===== config.mk =====
export PLATFORM = sky130hd
export DESIGN_NAME = sigmoid_lut_writer
export DESIGN_NICKNAME = d
export VERILOG_FILES = /design/src/rtl/sigmoid_lut_writer.sv
export SDC_FILE = /design/constraint.sdc
export NUM_CORES = 1
export LEC_CHECK = 0
export CORE_UTILIZATION = 50
export CTS_CLUSTER_SIZE = 40
export DETAILED_ROUTE_END_ITERATION = 16
export PLACE_DENSITY = 0.77
export REMOVE_ABC_BUFFERS = 1
export SYNTH_ARGS = -nofsm -noshare
export SYNTH_HDL_FRONTEND = slang
export SYNTH_SLANG_ARGS = --single-unit
export TNS_END_PERCENT = 5

===== constraint.sdc =====
create_clock -name clk_i -period 2.31 [get_ports clk_i]
set_input_delay 0.5775 -clock clk_i [delete_from_list [all_inputs] [get_ports clk_i]]
set_output_delay 0.5775 -clock clk_i [all_outputs]
set_load 0.02 [all_outputs]

===== src/rtl/sigmoid_lut_writer.sv =====
// sigmoid_lut_writer: loads a LUT from a valid/ready stream, then (when VERIFY
// is set) reads the whole table back and compares a modulo-2**DATA_W checksum
// of the readback against the checksum of the written words.
//
// Cycle numbering: start_i is sampled high on the rising edge that closes
// cycle 0. The FSM is in LOAD from cycle 1.
//
// Timing with VERIFY=1, DEPTH = 2**ADDR_W and s_valid_i held high:
//   - Words transfer on the edges that close cycles 1..DEPTH.
//   - Writes are presented in cycles 2..DEPTH+1.
//   - Reads are presented in cycles DEPTH+2..2*DEPTH+1.
//   - DRAIN covers 2*DEPTH+1..2*DEPTH+2, and CHECK is cycle 2*DEPTH+3.
//   - FINISH is cycle 2*DEPTH+4, so done_o is high in cycle 2*DEPTH+4.
//
// Timing with VERIFY=0:
//   - The FSM passes through the same two-cycle DRAIN after the last write.
//   - done_o rises two cycles after the final write is presented
//     (cycle DEPTH+3 with no stalls).
module sigmoid_lut_writer #(
  parameter int ADDR_W = 10,
  parameter int DATA_W = 16,
  parameter int VERIFY = 1
) (
  input  logic              clk_i,
  input  logic              reset_i,
  input  logic              start_i,
  input  logic [DATA_W-1:0] s_data_i,
  input  logic              s_valid_i,
  output logic              s_ready_o,
  output logic              en,
  output logic              we,
  output logic [ADDR_W-1:0] addr,
  output logic [DATA_W-1:0] di,
  input  logic [DATA_W-1:0] dout,
  output logic              busy_o,
  output logic              done_o,
  output logic              err_o
);

  typedef enum logic [2:0] {
    IDLE,
    LOAD,
    READ,
    DRAIN,
    CHECK,
    FINISH
  } state_t;

  localparam logic [ADDR_W-1:0] LAST_ADDR = '1;

  state_t              state_reg;
  logic [ADDR_W-1:0]   wr_ptr_reg;
  logic [ADDR_W-1:0]   rd_ptr_reg;
  logic [DATA_W-1:0]   sum_w_reg;
  logic [DATA_W-1:0]   sum_r_reg;
  logic                cap_reg;       // dout carries read data this cycle
  logic                drain_cnt_reg; // second DRAIN cycle marker
  logic                s_ready_reg;
  logic                en_reg;
  logic                we_reg;
  logic [ADDR_W-1:0]   addr_reg;
  logic [DATA_W-1:0]   di_reg;
  logic                busy_reg;
  logic                done_reg;
  logic                err_reg;

  // Sequencer: FSM, LUT port registers, pointers and both checksums
  always_ff @(posedge clk_i) begin
    if (reset_i) begin
      state_reg     <= IDLE;
      wr_ptr_reg    <= '0;
      rd_ptr_reg    <= '0;
      sum_w_reg     <= '0;
      sum_r_reg     <= '0;
      cap_reg       <= 1'b0;
      drain_cnt_reg <= 1'b0;
      s_ready_reg   <= 1'b0;
      en_reg        <= 1'b0;
      we_reg        <= 1'b0;
      addr_reg      <= '0;
      di_reg        <= '0;
      busy_reg      <= 1'b0;
      done_reg      <= 1'b0;
      err_reg       <= 1'b0;
    end else begin
      // LUT strobes and done are single-cycle unless re-asserted below;
      // addr and di hold their last value.
      en_reg   <= 1'b0;
      we_reg   <= 1'b0;
      done_reg <= 1'b0;

      // A read presented this cycle returns data on dout next cycle.
      cap_reg <= en_reg & ~we_reg;
      if (cap_reg) begin
        sum_r_reg <= sum_r_reg + dout;
      end

      case (state_reg)
        IDLE: begin
          if (start_i) begin
            wr_ptr_reg  <= '0;
            rd_ptr_reg  <= '0;
            sum_w_reg   <= '0;
            sum_r_reg   <= '0;
            err_reg     <= 1'b0;
            s_ready_reg <= 1'b1;
            busy_reg    <= 1'b1;
            state_reg   <= LOAD;
          end
        end

        LOAD: begin
          // s_ready_reg is high throughout LOAD, so valid alone marks a transfer.
          if (s_valid_i) begin
            en_reg     <= 1'b1;
            we_reg     <= 1'b1;
            addr_reg   <= wr_ptr_reg;
            di_reg     <= s_data_i;
            wr_ptr_reg <= wr_ptr_reg + 1'b1;
            sum_w_reg  <= sum_w_reg + s_data_i;
            if (wr_ptr_reg == LAST_ADDR) begin
              s_ready_reg   <= 1'b0;
              drain_cnt_reg <= 1'b0;
              if (VERIFY != 0) begin
                state_reg <= READ;
              end else begin
                state_reg <= DRAIN;
              end
            end
          end
        end

        READ: begin
          // Back-to-back reads; the first one lands right after the last write.
          en_reg     <= 1'b1;
          addr_reg   <= rd_ptr_reg;
          rd_ptr_reg <= rd_ptr_reg + 1'b1;
          if (rd_ptr_reg == LAST_ADDR) begin
            drain_cnt_reg <= 1'b0;
            state_reg     <= DRAIN;
          end
        end

        DRAIN: begin
          // Two cycles: the last read is presented, then its data is captured.
          if (drain_cnt_reg) begin
            if (VERIFY != 0) begin
              state_reg <= CHECK;
            end else begin
              done_reg  <= 1'b1;
              state_reg <= FINISH;
            end
          end else begin
            drain_cnt_reg <= 1'b1;
          end
        end

        CHECK: begin
          err_reg   <= (sum_r_reg != sum_w_reg);
          done_reg  <= 1'b1;
          state_reg <= FINISH;
        end

        FINISH: begin
          busy_reg  <= 1'b0;
          state_reg <= IDLE;
        end

        default: begin
          state_reg <= IDLE;
        end
      endcase
    end
  end

  assign s_ready_o = s_ready_reg;
  assign en        = en_reg;
  assign we        = we_reg;
  assign addr      = addr_reg;
  assign di        = di_reg;
  assign busy_o    = busy_reg;
  assign done_o    = done_reg;
  assign err_o     = err_reg;

endmodule


==> flow_summary_export.csv <==
group,metric,value,unit
critical_path,critical_path_class,"in2reg",
sta,worstMarginPinSlew,0.460,ns
placed_design,dp_slack,-0.706,ns
floorplanning,dieArea,10400,sq um
layout,area_growth,35.1,%
critical_path,r2r_start,"sum_r_reg[0]",
synthesis,ys.flop_type,"dfxtp_1",
layout,final_layout_size_suffix_gt1_share,20.1,%
grt,antenna_found_initial,0,
critical_path,start_kind,"input port",
critical_path,worstPathArrival,2.53,ns
synthesis,mappedNetlistArea,4990,sq um
routing,drc,0,
floorplanning,dieHeight,102,microns
routing,postRouteAntennaNets,0,
clocking,clk_path_buf_depth,2,
routing,drtIter0Drc,206,
synthesis,synth_top_area_share,35.7,%
critical_path,reg2reg_depth,9,
synthesis,synth_fa_ha_area_share,8.82,%
power_and_ir_drop,leakage,2.75,nW
floorplanning,core_area,9730,sq um
floorplanning,die_x,102,microns
grt,track_usage,26.1,%
grt,grt_pass1_wl,21400,microns
synthesis,yosysSeqAreaShare,35.7,%
synthesis,synthArstFlopShare,0,%
placed_design,port_buffers,67,
synthesis,yosys_warnings,0,
critical_path,end_kind,"register",
floorplanning,start_util,51.3,%
clocking,cts_root_buf,"clkbuf_8",
critical_path,r2r-end,"sum_r_reg[12]",
min_path,min_to,"cap_reg",
clocking,htreeDepth,3,
min_path,hold_class,"reg2reg",
flow_run,max-cap-violations,0,
sta,setup-tns-final,0,ns
sta,fin_ws,0.0471,ns
sta,fin_crit_sh,98.0,%
synthesis,synthXorXnorAreaFrac,8.42,%
power_and_ir_drop,power_density,720,nW/um^2
outcome,outcome,"finished, final reports clean",
synthesis,synth_edf_count,0,
synthesis,synth_top_family_by_area,"compound AO/OA/AOI/OAI gates",
sta,clock_skew,0.0152,ns
clocking,cts_buffers,9,
power_and_ir_drop,totalPowerFinal,4.86,mW
clocking,cts.clk_slew.worst_paths,0.09,ns
synthesis,syn_avg_cell_area,8.45,sq um
grt,grt-ovfl-total,0,
synthesis,synth_compound_area_share,22.4,%
sta,slew_violations,0,
floorplanning,ioPinCount,68,
synthesis,synth_area_leaders,"dfxtp_1 (36%), ha_1 (8.0%), a21oi_1 (6.0%)",
critical_path,r2r_slack,0.05,ns
sta,setup_viol_count_final,0,
routing,dr.pass1.iters,5,
routing,vias,4779,
clocking,cts_sinks,89,
routing,wire_per_inst,15.6,microns
clocking,cts_tree,"done",
routing,wirelength,13400,microns
sta,period_needed,2.26,ns
clocking,ctsHoldBuffers,0,
critical_path,required,2.58,ns
layout,final_util,69.3,%
sta,grt_setup_unrepaired,"true",
layout,antenna_cells,0,
synthesis,yosysUniqueCellTypes,58,
grt,grt_start_max_net_pins,44,
layout,design_area,6750,sq um
placed_design,gp_congestion,0.881,
critical_path,cp_max_fo,2,
sta,finalHoldViolations,0,
routing,routed_via_density,5.56,
floorplanning,rows,36,
min_path,hold_start,"we",
layout,final_net_count,792,
grt,first_global_vias,4639,
synthesis,yosysTopAreaCell,"dfxtp_1",
placed_design,place_area,6240,sq um
synthesis,synth-simple-area-share,19.5,%
sta,max_freq,442,MHz
synthesis,yosys_register_bits,89,
power_and_ir_drop,ir_drop,0.000490,V
clocking,clock_latency,0.35,ns
synthesis,synthCells,591,
placed_design,dp_hpwl,9870,microns
layout,nFillCells,779,
min_path,hold_depth,1,
synthesis,muxShareOfSynthArea,2.01,%
sta,slew-limit-headroom,69.4,%
## worst max-delay path by stage
stage                  from       endpoint  slack, ns  depth (start not counted)
2_1_floorplan       dout[0]  sum_r_reg[12]      -0.14                          9
3_3_place_gp        dout[0]  sum_r_reg[12]      -0.65                         10
3_5_place_dp    s_data_i[0]  sum_w_reg[10]      -0.71                         10
4_1_cts        sum_r_reg[0]  sum_r_reg[12]      -0.04                          9
5_1_grt        sum_r_reg[0]  sum_r_reg[12]      -0.07                          9
6_report            dout[1]  sum_r_reg[12]       0.05                          9
## power by group
part,switching (mW),internal [mW]
clock network,0.564,0.504
registers,0.184,1.69
logic,1.03,0.887
total,1.77,3.09
## worst max-delay path: stages
cell and delay [ns]:
clkdlybuf4s15_1 0.21, fa_2 0.43, a211oi_4 0.25, o21ai_2 0.11
a311o_1 0.38, nor3_1 0.15, nor2_1 0.07, xnor2_1 0.12
a211oi_1 0.22
## kinds of logic (layout without fill, tap and decap cells)
kind of cell / Yosys count / in the layout
AND/OR/NAND/NOR: 210 / 210
XOR/XNOR: 48 / 48
adder cells (fa/ha/maj): 34 / 34
AO/OA/AOI/OAI: 169 / 169
multiplexers: 10 / 10
buffers and inverters: 31 / 167
flip-flops: 89 / 89
## through the flow
stage,cells,hold WS [ns]
global route,860,0.471
CTS,858,0.445
finish,860,0.447
floorplan,567,0.442
detailed placement,840,0.425
global placement,840,0.425
## routing by layer
| layer | track usage (%) | share of wire (%) | vias up |
|---|---|---|---|
| li1 | - | - | 2376 |
| met1 | 33.1 | 45 | 2239 |
| met2 | 45.3 | 49 | 144 |
| met3 | 4.86 | 4.7 | 20 |
| met4 | 7.58 | 1.3 | 0 |
| met5 | 0 | 0 | - |
## synth_stat cells, drive strengths merged (2+ instances only)
cell     n
a21oi   63
nor2    73
nor3    16
o211ai   5
xnor2   26
a211oi  12
a22oi   12
clkbuf  14
o21a     4
nand3b   2
nand4    8
buf      9
dfxtp   89
inv      7
nand3   14
a22o     8
o22ai    2
o31ai    3
o21ai   22
xor2    22
a31oi    5
nand2   77
nand2b   4
ha      32
fa       2
nor3b    2
o21bai   6
mux2i   10
a211o    4
a31o     2
and3     6
and2     2
a21o    12
nor4     2
a311oi   6
## cell type report
| cell class | instances | area, sq um | share of cell area [%] |
|---|---|---|---|
| multi-input cells | 471 | 3320 | 49.2 |
| flip-flops and latches | 89 | 1780 | 26.4 |
| repair buffers | 144 | 1250 | 18.6 |
| well taps | 133 | 166 | 2.47 |
| clock buffers | 10 | 128 | 1.89 |
| clock inverters | 6 | 67.6 | 1.00 |
| inverters | 7 | 26.3 | 0.390 |
## cells in the final DEF (no fill, tap or decap), types with 9 or more instances in the layout
cell type,count
clkbuf_8,9
mux2i_1,10
nor3_1,12
o21ai_0,14
nor2_1,71
ha_4,15
dfxtp_1,88
a21oi_1,55
a21o_1,10
a22oi_1,12
dlymetal6s2s_1,10
nand3_1,12
nand2_1,77
clkdlybuf4s50_1,50
ha_1,17
xnor2_1,26
xor2_1,22
buf_4,77
## repair_timing
action / in CTS / in global routing
buffers inserted: 2 / 2
setup endpoints to repair: 13 / 17
pin swaps: 33 / 26
resized for setup: 30 / 35
Power figures use the tool's default switching activity.
